## src/rtl/execute_stage.sv

```systemverilog
`default_nettype none
// ============================================================================
// Module      : execute_stage
// Description : MIPS execute stage with EX/MEM pipeline register. Computes
//               the ALU result, branch target and destination register for
//               the ID/EX slot and registers them with the control bits.
//               MUL runs on a 32-step shift-add engine that stalls upstream.
// Revision    : 1.0 - initial release
// ============================================================================
module execute_stage (
  input  logic        Clk,
  input  logic        Reset,
  input  logic        Flush,
  input  logic        Valid_in,
  input  logic [31:0] PCAddResult_in,
  input  logic [31:0] ReadData1_in,
  input  logic [31:0] ReadData2_in,
  input  logic [31:0] signExtend_in,
  input  logic [4:0]  rt_in,
  input  logic [4:0]  rd_in,
  input  logic        RegWrite_in,
  input  logic        MemtoReg_in,
  input  logic        Branch_in,
  input  logic        MemRead_in,
  input  logic        MemWrite_in,
  input  logic        RegDst_in,
  input  logic        ALUSrc_in,
  input  logic [5:0]  ALUOp_in,
  input  logic [1:0]  Store_size_in,
  input  logic [1:0]  Load_size_in,
  output logic        Stall,
  output logic        Valid_out,
  output logic [31:0] BranchTarget_out,
  output logic [31:0] ALUResult_out,
  output logic        Zero_out,
  output logic [31:0] WriteData_out,
  output logic [4:0]  WriteReg_out,
  output logic        RegWrite_out,
  output logic        MemtoReg_out,
  output logic        Branch_out,
  output logic        MemRead_out,
  output logic        MemWrite_out,
  output logic [1:0]  Store_size_out,
  output logic [1:0]  Load_size_out
);

  // Multiplier sequencer states
  localparam logic [1:0] S_IDLE = 2'd0;
  localparam logic [1:0] S_BUSY = 2'd1;
  localparam logic [1:0] S_DONE = 2'd2;

  // ALU operation codes
  localparam logic [5:0] OP_ADD  = 6'd0;
  localparam logic [5:0] OP_SUB  = 6'd1;
  localparam logic [5:0] OP_AND  = 6'd2;
  localparam logic [5:0] OP_OR   = 6'd3;
  localparam logic [5:0] OP_XOR  = 6'd4;
  localparam logic [5:0] OP_NOR  = 6'd5;
  localparam logic [5:0] OP_SLT  = 6'd6;
  localparam logic [5:0] OP_SLTU = 6'd7;
  localparam logic [5:0] OP_SLL  = 6'd8;
  localparam logic [5:0] OP_SRL  = 6'd9;
  localparam logic [5:0] OP_SRA  = 6'd10;
  localparam logic [5:0] OP_LUI  = 6'd11;
  localparam logic [5:0] OP_MUL  = 6'd12;

  localparam logic [4:0] LAST_STEP = 5'd31;

  logic [1:0]  state;
  logic [1:0]  state_next;

  logic [31:0] operand_a;
  logic [31:0] operand_b;
  logic [4:0]  shamt;
  logic [31:0] branch_target;
  logic [4:0]  write_reg;
  logic [31:0] alu_result;

  logic        mul_start;
  logic        mul_step;
  logic        load_result;
  logic        load_mul;

  logic [31:0] multiplicand;
  logic [31:0] multiplier;
  logic [31:0] accumulator;
  logic [4:0]  step_count;

  logic [31:0] result_sel;

  // Operand selection, branch target and destination register
  always_comb begin
    operand_a     = ReadData1_in;
    operand_b     = ALUSrc_in ? signExtend_in : ReadData2_in;
    shamt         = signExtend_in[10:6];
    branch_target = PCAddResult_in + {signExtend_in[29:0], 2'b00};
    write_reg     = RegDst_in ? rd_in : rt_in;
  end

  // Single-cycle ALU; MUL and unused codes yield 0 here (MUL goes via the sequencer)
  always_comb begin
    alu_result = 32'd0;
    case (ALUOp_in)
      OP_ADD:  alu_result = operand_a + operand_b;
      OP_SUB:  alu_result = operand_a - operand_b;
      OP_AND:  alu_result = operand_a & operand_b;
      OP_OR:   alu_result = operand_a | operand_b;
      OP_XOR:  alu_result = operand_a ^ operand_b;
      OP_NOR:  alu_result = ~(operand_a | operand_b);
      OP_SLT:  alu_result = {31'd0, $signed(operand_a) < $signed(operand_b)};
      OP_SLTU: alu_result = {31'd0, operand_a < operand_b};
      OP_SLL:  alu_result = operand_b << shamt;
      OP_SRL:  alu_result = operand_b >> shamt;
      OP_SRA:  alu_result = $unsigned($signed(operand_b) >>> shamt);
      OP_LUI:  alu_result = {operand_b[15:0], 16'd0};
      default: alu_result = 32'd0;
    endcase
  end

  // Sequencer state register
  always_ff @(posedge Clk) begin
    if (Reset) begin
      state <= S_IDLE;
    end else begin
      state <= state_next;
    end
  end

  // Sequencer next-state logic; a flush always returns to IDLE and aborts a MUL
  always_comb begin
    state_next = state;
    if (Flush) begin
      state_next = S_IDLE;
    end else begin
      case (state)
        S_IDLE:  if (mul_start) state_next = S_BUSY;
        S_BUSY:  if (step_count == LAST_STEP) state_next = S_DONE;
        S_DONE:  state_next = S_IDLE;
        default: state_next = S_IDLE;
      endcase
    end
  end

  // Sequencer outputs; Reset and Flush both suppress the stall in their cycle
  always_comb begin
    Stall       = 1'b0;
    mul_start   = 1'b0;
    mul_step    = 1'b0;
    load_result = 1'b0;
    load_mul    = 1'b0;
    if (!Reset && !Flush) begin
      case (state)
        S_IDLE: begin
          if (Valid_in) begin
            if (ALUOp_in == OP_MUL) begin
              Stall     = 1'b1;
              mul_start = 1'b1;
            end else begin
              load_result = 1'b1;
            end
          end
        end
        S_BUSY: begin
          Stall    = 1'b1;
          mul_step = 1'b1;
        end
        S_DONE: begin
          load_mul = 1'b1;
        end
        default: begin
          Stall = 1'b0;
        end
      endcase
    end
  end

  // Shift-add multiplier datapath: one partial product per BUSY cycle
  always_ff @(posedge Clk) begin
    if (Reset) begin
      multiplicand <= 32'd0;
      multiplier   <= 32'd0;
      accumulator  <= 32'd0;
      step_count   <= 5'd0;
    end else if (mul_start) begin
      multiplicand <= operand_a;
      multiplier   <= operand_b;
      accumulator  <= 32'd0;
      step_count   <= 5'd0;
    end else if (mul_step) begin
      if (multiplier[0]) begin
        accumulator <= accumulator + multiplicand;
      end
      multiplicand <= multiplicand << 1;
      multiplier   <= multiplier >> 1;
      step_count   <= step_count + 5'd1;
    end
  end

  // Result source for the EX/MEM register
  always_comb begin
    result_sel = load_mul ? accumulator : alu_result;
  end

  // EX/MEM pipeline register; anything not loading a result becomes an all-zero bubble
  always_ff @(posedge Clk) begin
    if (Reset || !(load_result || load_mul)) begin
      Valid_out        <= 1'b0;
      BranchTarget_out <= 32'd0;
      ALUResult_out    <= 32'd0;
      Zero_out         <= 1'b0;
      WriteData_out    <= 32'd0;
      WriteReg_out     <= 5'd0;
      RegWrite_out     <= 1'b0;
      MemtoReg_out     <= 1'b0;
      Branch_out       <= 1'b0;
      MemRead_out      <= 1'b0;
      MemWrite_out     <= 1'b0;
      Store_size_out   <= 2'd0;
      Load_size_out    <= 2'd0;
    end else begin
      Valid_out        <= 1'b1;
      BranchTarget_out <= branch_target;
      ALUResult_out    <= result_sel;
      Zero_out         <= (result_sel == 32'd0);
      WriteData_out    <= ReadData2_in;
      WriteReg_out     <= write_reg;
      RegWrite_out     <= RegWrite_in;
      MemtoReg_out     <= MemtoReg_in;
      Branch_out       <= Branch_in;
      MemRead_out      <= MemRead_in;
      MemWrite_out     <= MemWrite_in;
      Store_size_out   <= Store_size_in;
      Load_size_out    <= Load_size_in;
    end
  end

endmodule
`default_nettype wire

```

## config.mk

```make
export PLATFORM = sky130hd
export DESIGN_NAME = execute_stage
export DESIGN_NICKNAME = d
export VERILOG_FILES = /design/src/rtl/execute_stage.sv
export SDC_FILE = /design/constraint.sdc
export NUM_CORES = 1
export LEC_CHECK = 0
export BUFFER_PORTS_ARGS = -buffer_cell sky130_fd_sc_hd__buf_4
export CAP_MARGIN = 10
export CORE_MARGIN = 8
export CORE_UTILIZATION = 25
export CTS_BUF_LIST = sky130_fd_sc_hd__clkbuf_2
export DETAILED_ROUTE_END_ITERATION = 8
export SYNTH_ARGS = -nofsm -noshare
export SYNTH_HDL_FRONTEND = slang
export SYNTH_SLANG_ARGS = --single-unit
```

## constraint.sdc

```tcl
create_clock -name Clk -period 9 [get_ports Clk]
set_clock_uncertainty 0.1 [all_clocks]
set_input_delay 1.35 -clock Clk [delete_from_list [all_inputs] [get_ports Clk]]
set_output_delay 1.35 -clock Clk [all_outputs]
set_load 0.02 [all_outputs]
```

Word-level counts from Yosys, hierarchy flattened
Cells that the tools add are included.
{ "classes": {"addsub": 5, "n_lt_le_gt_ge": 2, "eq_ne": 17, "shifts": 3, "n_mux": 26, "bitwise_logic": 4, "n_reduce_logical": 14} }
{ "op_table": {"columns": ["cell", "count"], "rows": [
  ["case mux 32 bit (12 select lines)", 1],
  ["two-way mux 32 bit", 6],
  ["adder 32 bit", 3],
  ["less-than comparator 32 bit", 2],
  ["AND 32 bit", 1],
  ["logical NOT 32 bit", 1],
  ["NOT 32 bit", 1],
  ["bitwise OR 32 bit", 1],
  ["left shift 32 x 5 -> 32 bit", 1],
  [">> shifter 32 x 5 -> 32 bit", 1],
  [">>> shifter 32 x 5 -> 32 bit", 1],
  ["subtractor 32 bit", 1],
  ["XOR 32 bit", 1],
  ["== test 6 x 4 -> 1 bit (second input constant)", 5],
  ["== test 6 x 3 -> 1 bit (second input constant)", 4],
  ["two-way mux 1 bit", 14],
  ["== test 6 x 2 -> 1 bit (second input constant)", 2],
  ["== test 6 x 1 -> 1 bit (second input constant)", 1],
  ["logical NOT 6 bit", 1],
  ["adder 5 x 1 -> 5 bit (second input constant)", 1],
  ["== test 5 bit (second input constant)", 1],
  ["two-way mux 5 bit", 1],
  ["two-way mux 2 bit", 2],
  ["!= test 2 bit (second input constant)", 2],
  ["other kinds (11)", 16]
]} }
{ "word_totals": {"register_bits": 215, "input_bits": 159, "out_inout_bits": 113, "elab_cells": 89} }

Longest topological paths before layout
Gate-level depths: netlist of the first run.
{ "depth": {"ltp_word": 9, "depth_mapped": 23, "depth_no_buf": 17} }

Worst setup path after synthesis of the first run
No wires, ideal clock.
{ "synth_path": {"kind": "input to register", "startpoint": "input ALUSrc_in", "endpoint": "register Zero_out", "setup_ns": 0.061, "arrival_time_ns": 6.071, "t_required_ns": 8.839, "path_slack_ns": 2.768, "stages": 22, "path_buffers": 8, "cell_sequence": "buf_2 > buf_6 > buf_6 > buf_4 > buf_6 > buf_2 > buf_1 > mux2_2 > inv_1 > ha_1 > clkbuf_1 > or3_1 > o221a_2 > and3_1 > a211oi_1 > a2111oi_0 > a2111oi_1 > a2111oi_0 > a211oi_1 > nand4b_1 > nor2_1 > and4b_1"} }
{ "synth_via": {"elab_chain_cells": 6, "elab_cells_between_ends": 15, "cone_classes": "add/sub (2); order compare (2); shift (3); mux (3); bitwise (4); reduce/logical (1)"} }
{ "synth_lines": {"columns": ["element", "line", "text"], "rows": [
  ["start, declared", "27", "input logic ALUSrc_in,"],
  ["two-way mux 32 bit *", "94", "operand_b = ALUSrc_in ? signExtend_in : ReadData2_in;"],
  ["parallel branches: the longest is 2 deep, another holds subtractor 32 bit", null, null],
  ["case mux 32 bit (12 select lines) *", "103", "case (ALUOp_in)"],
  ["two-way mux 32 bit *", "201", "result_sel = load_mul ? accumulator : alu_result;"],
  ["logical NOT 32 bit *", "224", "Zero_out <= (result_sel == 32'd0);"],
  ["end signal, assigned", "224", null],
  ["end, declared", "35", "output logic Zero_out,"]
]} }
Every way passes the cells marked *.
A chain may end at the register's enable or synchronous reset.

Worst setup path after layout of the first run
Same ends and word-level chain as after synthesis.

==> results.sh, run 1 <==
export IMPL_outcome="complete, but fails checks"
export IMPL_violations="design-rule violations"
export IMPL_dieHeight_um=312
export IMPL_post_drt_via_cell_ratio=5.75
export IMPL_dpl_instance_area_um2=24800
export IMPL_use_met2_pct=30.6
export IMPL_ys_ff_latch=215
export IMPL_drt_wl_total_um=105000
export IMPL_yosys_warnings=0
export IMPL_setup_ws_ns=2.73
export IMPL_numPortBuffers=271
export IMPL_cellInternalPower_uw=1670
export IMPL_first_pass_iters=9
export IMPL_htreeDepth=3
export IMPL_period_needed_ns=6.27
export IMPL_holdWs_ns=0.261
export IMPL_die_x_um=312
export IMPL_synth_avg_cell_area_um2=7.76
export IMPL_pre_cts_slack_ns=1.85
export IMPL_core_um2=86900
export IMPL_syn_inst=2827
export IMPL_vias=24300
export IMPL_clock_path_buffers=3
export IMPL_hold_violations=0
export IMPL_finalMaxSlewViolations=0
export IMPL_post_cts_buffers=0
export IMPL_setup_violations_final=0
export IMPL_cap_violations=0
export IMPL_start_util_pct=25.2
export IMPL_rsz0062_at_grt="no"
export IMPL_final_area_um2=25400
export IMPL_crit_required_ns=9.87
export IMPL_cts_resized=0
export IMPL_fmax_mhz=160
export IMPL_cp_cell_sequence="buf_4 > buf_4 > nand2_1 > o21ai_1 > buf_4 > inv_1 > ha_1 > inv_1 > a311oi_1 > nand4b_1 > o211ai_1 > a21oi_1 > xnor2_1 > a2111oi_0 > o21ai_0 > a2111oi_1 > nand4_1 > nor2_1 > and4b_1"
export IMPL_busiest_layer="met2"
export IMPL_numCtsBuffers=67
export IMPL_relSlewSlack_pct=23.7
export IMPL_synth_edf_count=0
export IMPL_drtIter0Drc=3346
export IMPL_syn2layout_area_growth_pct=15.9
export IMPL_crit_fanout=45
export IMPL_grt_max_degree=70
export IMPL_gp_congestion=0.985
export IMPL_use_met3_pct=5.06
export IMPL_clock_latency_ns=1.17
export IMPL_synth_distinct_cells=95
export IMPL_path_buf_inv=5
export IMPL_cts_hold_buf=0
export IMPL_worst_path_largest_cell_delay_ns=0.65
export IMPL_cp_top_family="compound AO/OA/AOI/OAI gates"
export IMPL_tns_ns=0
export IMPL_dieArea_um2=97500
export IMPL_comb_power_share_pct=37.5
export IMPL_overflow=0
export IMPL_crit_top_cell="buf_4"
export IMPL_switching_share_pct=41.3
export IMPL_async_flop_share_pct=0
export IMPL_crit_type="primary input to register"
export IMPL_drive_gt1_share_pct=18.1
export IMPL_place_hpwl_um=80600
export IMPL_cts_sinks=215
export IMPL_crit_arrival_ns=7.14
export IMPL_clk_pin_slew_ns=0.09
export IMPL_grt_pass1_wl_um=153000
export IMPL_tightest_slew_ns=1.13
export IMPL_cp_end_kind="register"
export IMPL_antenna_found_initial=6
export IMPL_clkPwrFrac_pct=28.6
export IMPL_yosysSeqAreaShare_pct=19.6
export IMPL_utilization_pct=29.3
export IMPL_avgRoutedWirePerCell_um=24.8
export IMPL_startpoint_type="primary input"
export IMPL_seqPwrFrac_pct=33.9
export IMPL_grt_use_met1_pct=27.4
export IMPL_io_pins=272
export IMPL_final_common_cell="nand2_1"
export IMPL_ctsRootBufferMaster="clkbuf_2"
export IMPL_synthFlopType="dfxtp_1"
export IMPL_timing_final_crit_share_pct=69.7
export IMPL_route_detailed_drc=3
export IMPL_cellPowerDensity_nw_per_um2=112
export IMPL_cts_tree="done"
export IMPL_peakVddDrop_mv=0.0693
export IMPL_final_cell_mix="nand2_1, buf_4, nor2_1, dfxtp_1, a21oi_1"
export IMPL_leakagePower_uw=0.0106
export IMPL_synth_nets=3156
export IMPL_grt_use_total_pct=20.2
export IMPL_nNetsFinal=3343
export IMPL_num_rows=108
export IMPL_p_sw_uw=1180
export IMPL_antenna_left=0
export IMPL_hold_path_class="register to register"
export IMPL_cpMaxStageDelayCell="a2111oi_0"
export IMPL_grt_pass1_vias=22700
export IMPL_synth_area_um2=21900
-- flip-flops by register name, summed over array words and instances, names as in the netlist, 2 cells and up --
| name | count |
|---|---|
| ALUResult_out | 32 |
| BranchTarget_out | 32 |
| WriteData_out | 32 |
| accumulator | 32 |
| multiplicand | 32 |
| multiplier | 32 |
| WriteReg_out | 5 |
| step_count | 5 |
| Load_size_out | 2 |
| Store_size_out | 2 |
| state | 2 |
-- power groups by stage --
stage | logic [uW] | clock network, uW | registers, uW
5_1_grt | 1130 | 910 | 970
3_5_place_dp | 1030 | 0 | 991
6_report | 1070 | 816 | 968
2_1_floorplan | 643 | 0 | 1010
3_3_place_gp | 1040 | 0 | 991
4_1_cts | 1040 | 861 | 969
-- per-stage QoR --
stage,total power (uW),cells
final,2860,4216
after global routing,3020,4216
after CTS,2870,4212
after detailed placement,2020,4100
after global placement,2030,4100
after floorplan,1650,2827
-- cells in the mapped netlist (all sizes together), types with 17 or more instances --
cell type  number  area [um2]
o22ai          27         175
xnor2          30         263
nand2         343        1290
o211ai         29         218
nor3           55         287
a311oi         38         333
buf            64         438
nor2          264         991
dfxtp         215        4300
and2           61         382
mux2i          95         963
a31oi          23         144
o221ai         17         149
a211oi         52         390
a2111oi        18         160
mux4           62        1470
nor2b          24         150
inv           136         510
xor2           36         315
and3           21         131
mux2           42         473
nand3          69         345
nand2b         29         181
or2            19         119
a21o           41         308
o21ai         145         726
a21oi         214        1080
clkbuf        129         485
a22oi          45         338
ha            166        2080
a221oi         28         258
or3            23         144
o31ai          20         150
-- area by class of cell --
class | instances | area, um2
diodes | 4 | 10.0
clock buffers | 90 | 450
clock inverters | 22 | 143
fillers | 9452 | 61500
inverters | 139 | 522
multi-input cells | 2280 | 16200
flip-flops and latches | 215 | 4300
well taps | 1155 | 1450
repair buffers | 311 | 2340
-- final timing paths --
check / startpoint / endpoint / slack (ns) / depth (start not counted)
min: multiplier[2]$_SDFFE_PP0P_ / multiplier[1]$_SDFFE_PP0P_ / 0.26 / 2
max: ALUSrc_in / Zero_out$_SDFF_PN0_ / 2.73 / 19
max reg2reg: multiplicand[1]$_SDFFE_PP0P_ / accumulator[31]$_SDFFE_PP0P_ / 4.72 / 13
min reg2reg: multiplier[2]$_SDFFE_PP0P_ / multiplier[1]$_SDFFE_PP0P_ / 0.26 / 2
-- logic make-up after synthesis --
kind of cell | share of synthesized area (%)
and+or+nand+nor | 20.7
AOI/OAI and AO/OA | 27.3
buffers and inverters | 6.59
DFF | 19.6
muxes | 13.3
adders and majority gates | 9.84
xor gates and xnor gates | 2.64
-- layer usage --
metal / share of wire [%] / vias to the layer above
met3: 11 / 265
li1: - / 10900
met4: 4.3 / 2
met1: 42 / 11500
met2: 43 / 1537
met5: 0.0076 / -
-- worst reg2reg max path: cells and delay by family, from the launching register on --
family	cells	cell delay [ns]
AO/OA/AOI/OAI	10	3.17
flip-flops	1	0.36
adder cells (fa/ha/maj)	1	0.30
XOR/XNOR	1	0.18
AND/OR/NAND/NOR	1	0.05
No activity file was read; power rests on OpenSTA's default activity.
==> run 2, diff against run 1 <==
--- a/config.mk
+++ b/config.mk
@@ -5,6 +5,7 @@
 export SDC_FILE = /design/constraint.sdc
 export NUM_CORES = 1
 export LEC_CHECK = 0
+export ABC_AREA = 1
 export BUFFER_PORTS_ARGS = -buffer_cell sky130_fd_sc_hd__buf_4
 export CAP_MARGIN = 10
 export CORE_MARGIN = 8
==> constraint.sdc (replaced) <==
create_clock -name Clk -period 5.4 [get_ports Clk]
set_clock_uncertainty 0.1 [all_clocks]
set_input_delay 0.81 -clock Clk [delete_from_list [all_inputs] [get_ports Clk]]
set_output_delay 0.81 -clock Clk [all_outputs]
set_load 0.02 [all_outputs]
==> results.sh, run 2 <==
export IMPL_clkPwrFrac_pct=29.2
export IMPL_startpoint_type="primary input"
export IMPL_numCtsBuffers=66
export IMPL_dieArea_um2=94800
export IMPL_grt_pass1_wl_um=167000
export IMPL_post_drt_via_cell_ratio=5.19
export IMPL_cellInternalPower_uw=2770
export IMPL_drive_gt1_share_pct=12.4
export IMPL_r2r_cells=15
export IMPL_hp_start="ReadData1_in[28]"
export IMPL_num_rows=107
export IMPL_p_sw_uw=2060
export IMPL_antenna_left=0
export IMPL_async_flop_share_pct=0
export IMPL_finalMaxSlewViolations=0
export IMPL_outcome="finished clean"
export IMPL_synth_area_um2=21300
export IMPL_cellPowerDensity_nw_per_um2=184
export IMPL_synth_avg_cell_area_um2=5.82
export IMPL_timing_final_crit_share_pct=77.0
export IMPL_ctsRootBufferMaster="clkbuf_2"
export IMPL_htreeDepth=3
export IMPL_grt_pass1_vias=26100
export IMPL_setup_violations_final=0
export IMPL_tns_ns=0
export IMPL_relSlewSlack_pct=22.1
export IMPL_crit_arrival_ns=5.11
export IMPL_yosys_top_cells_count="nand2_1, nand3_1, inv_1, nor2_1, a21oi_1"
export IMPL_synthDominantCellAreaShare_pct=20.2
export IMPL_dpl_instance_area_um2=24600
export IMPL_r2r_end="accumulator[22]$_SDFFE_PP0P_"
export IMPL_clk_pin_slew_ns=0.11
export IMPL_period_needed_ns=4.16
export IMPL_comb_power_share_pct=37.3
export IMPL_cp_end_kind="register"
export IMPL_first_pass_iters=7
export IMPL_grt_max_degree=67
export IMPL_post_cts_buffers=0
export IMPL_synth_edf_count=0
export IMPL_yosysMostFrequentCell="nand2_1"
export IMPL_core_um2=84700
export IMPL_syn2layout_area_growth_pct=23.5
export IMPL_yosysSeqAreaShare_pct=20.2
export IMPL_yosys_warnings=0
export IMPL_hold_path_class="primary input to register"
export IMPL_yosysTopAreaCell="dfxtp_1"
export IMPL_holdPathStages=5
export IMPL_route_detailed_drc=0
export IMPL_final_common_cell="nand2_1"
export IMPL_gp_congestion=1.05
export IMPL_rr_startpoint="multiplicand[0]$_SDFFE_PP0P_"
export IMPL_place_hpwl_um=93100
export IMPL_cap_violations=0
export IMPL_synth_area_leaders="dfxtp_1, nand2_1, nand3_1, ha_1, inv_1"
export IMPL_crit_type="primary input to register"
export IMPL_leakagePower_uw=0.0131
export IMPL_seqPwrFrac_pct=33.5
export IMPL_crit_fanout=8
export IMPL_reg2reg_slack_ns=1.82
export IMPL_overflow=0
export IMPL_cts_tree="done"
export IMPL_final_area_um2=26300
export IMPL_fill_cells=9586
export IMPL_drtIter0Drc=2687
export IMPL_cts_sinks=215
export IMPL_syn_inst=3660
export IMPL_dieHeight_um=308
export IMPL_synth_nets=3989
export IMPL_avgRoutedWirePerCell_um=22.1
export IMPL_clock_path_buffers=3
export IMPL_die_x_um=308
export IMPL_rsz0062_at_grt="no"
export IMPL_final_cell_mix="nand2_1, nand3_1, inv_1, nor2_1, buf_4"
export IMPL_nNetsFinal=4343
export IMPL_fmax_mhz=240
export IMPL_peakVddDrop_mv=0.141
export IMPL_hold_end="multiplicand[28]$_SDFFE_PP0P_"
export IMPL_drt_wl_total_um=115000
export IMPL_grt_use_total_pct=23.3
export IMPL_finalPower_uw=4830
export IMPL_hold_violations=0
export IMPL_tightest_slew_ns=1.16
export IMPL_start_util_pct=25.1
export IMPL_io_pins=272
export IMPL_crit_required_ns=6.36
export IMPL_vias=27000
export IMPL_numPortBuffers=271
export IMPL_synth_distinct_cells=56
export IMPL_clock_latency_ns=1.25
export IMPL_holdWs_ns=0.119
export IMPL_synthFlopType="dfxtp_1"
export IMPL_switching_share_pct=42.6
export IMPL_antenna_found_initial=7
export IMPL_ys_ff_latch=215
[run 2: power by group through the flow]
stage	Combinational, uW	Sequential (uW)	Clock [uW]
final	1800	1610	1410
after global routing	1940	1620	1560
after CTS	1750	1620	1480
after detailed placement	1670	1650	0
after global placement	1690	1650	0
after floorplan	990	1680	0
[run 2: worst max path at each step]
stage                                startpoint             endpoint  cells past startpoint
after floorplan                       ALUSrc_in  Zero_out$_SDFF_PN0_                     27
after global placement                ALUSrc_in  Zero_out$_SDFF_PN0_                     25
after detailed placement              ALUSrc_in  Zero_out$_SDFF_PN0_                     25
after CTS                 state[0]$_SDFFE_PN0P_                Stall                      8
after global routing            ReadData2_in[5]  Zero_out$_SDFF_PN0_                     24
final                           ReadData2_in[5]  Zero_out$_SDFF_PN0_                     23
[run 2: final cells by class]
class / instances / area [um2] / share of cell area, %
Inverter: 455 / 1710 / 6.51
Clock inverter: 19 / 164 / 0.623
Antenna cell: 8 / 20.0 / 0.0761
Sequential cell: 215 / 4300 / 16.4
Tap cell: 1144 / 1430 / 5.44
Timing Repair Buffer: 442 / 3620 / 13.8
Clock buffer: 90 / 450 / 1.71
Multi-Input combinational cell: 2834 / 14600 / 55.5
[run 2: through the flow]
step	cells	utilization, %	worst slack (ns)
2_1_floorplan	3660	-	1.87
3_3_place_gp	4984	29.0	0.328
3_5_place_dp	4984	29.0	0.337
4_1_cts	5199	31.0	1.23
5_1_grt	5203	31.0	1.09
6_report	5207	31.0	1.24
[run 2: logic make-up (layout without fill, tap and decap cells)]
group	count (synthesis)	count (layout)	synth area share, %
and+or+nand+nor	2024	2024	40.2
AOI/OAI and AO/OA	615	615	17.0
buffers and inverters	611	1006	11.4
DFF	215	215	20.2
adders and majority gates	170	170	10.1
xor gates and xnor gates	22	22	0.905
muxes	3	3	0.141
other	0	8	0
[run 2: timing repair]
| item | in CTS | in global routing |
|---|---|---|
| hold buffers | 106 | 0 |
| resized for setup | 0 | 0 |
| endpoints found under the hold margin | 81 | 0 |
[run 2: routing by layer]
metal  share of wire [%]  global-route usage [%]
met1                  42                    29.1
met2                  44                    37.3
met3                 9.3                    6.05
met4                 5.3                    11.2
met5               0.024                       0
[run 2: critical path, stage by stage]
cell and delay (ns):
dlygate4sd3_1 0.53, buf_4 0.10, inv_1 0.09, o21ai_1 0.57, inv_1 0.20, ha_1 0.43
a21oi_1 0.25, nand2_1 0.10, a21oi_1 0.33, inv_1 0.12, nand2_1 0.09, nand2_1 0.19
o21ai_0 0.21, a21oi_1 0.06, nor2_1 0.24, nand2_1 0.16, nand2_1 0.11, nand2_1 0.07
nor2_1 0.09, nand2_1 0.05, nor2_1 0.15, nand3_1 0.09, nor2_1 0.09
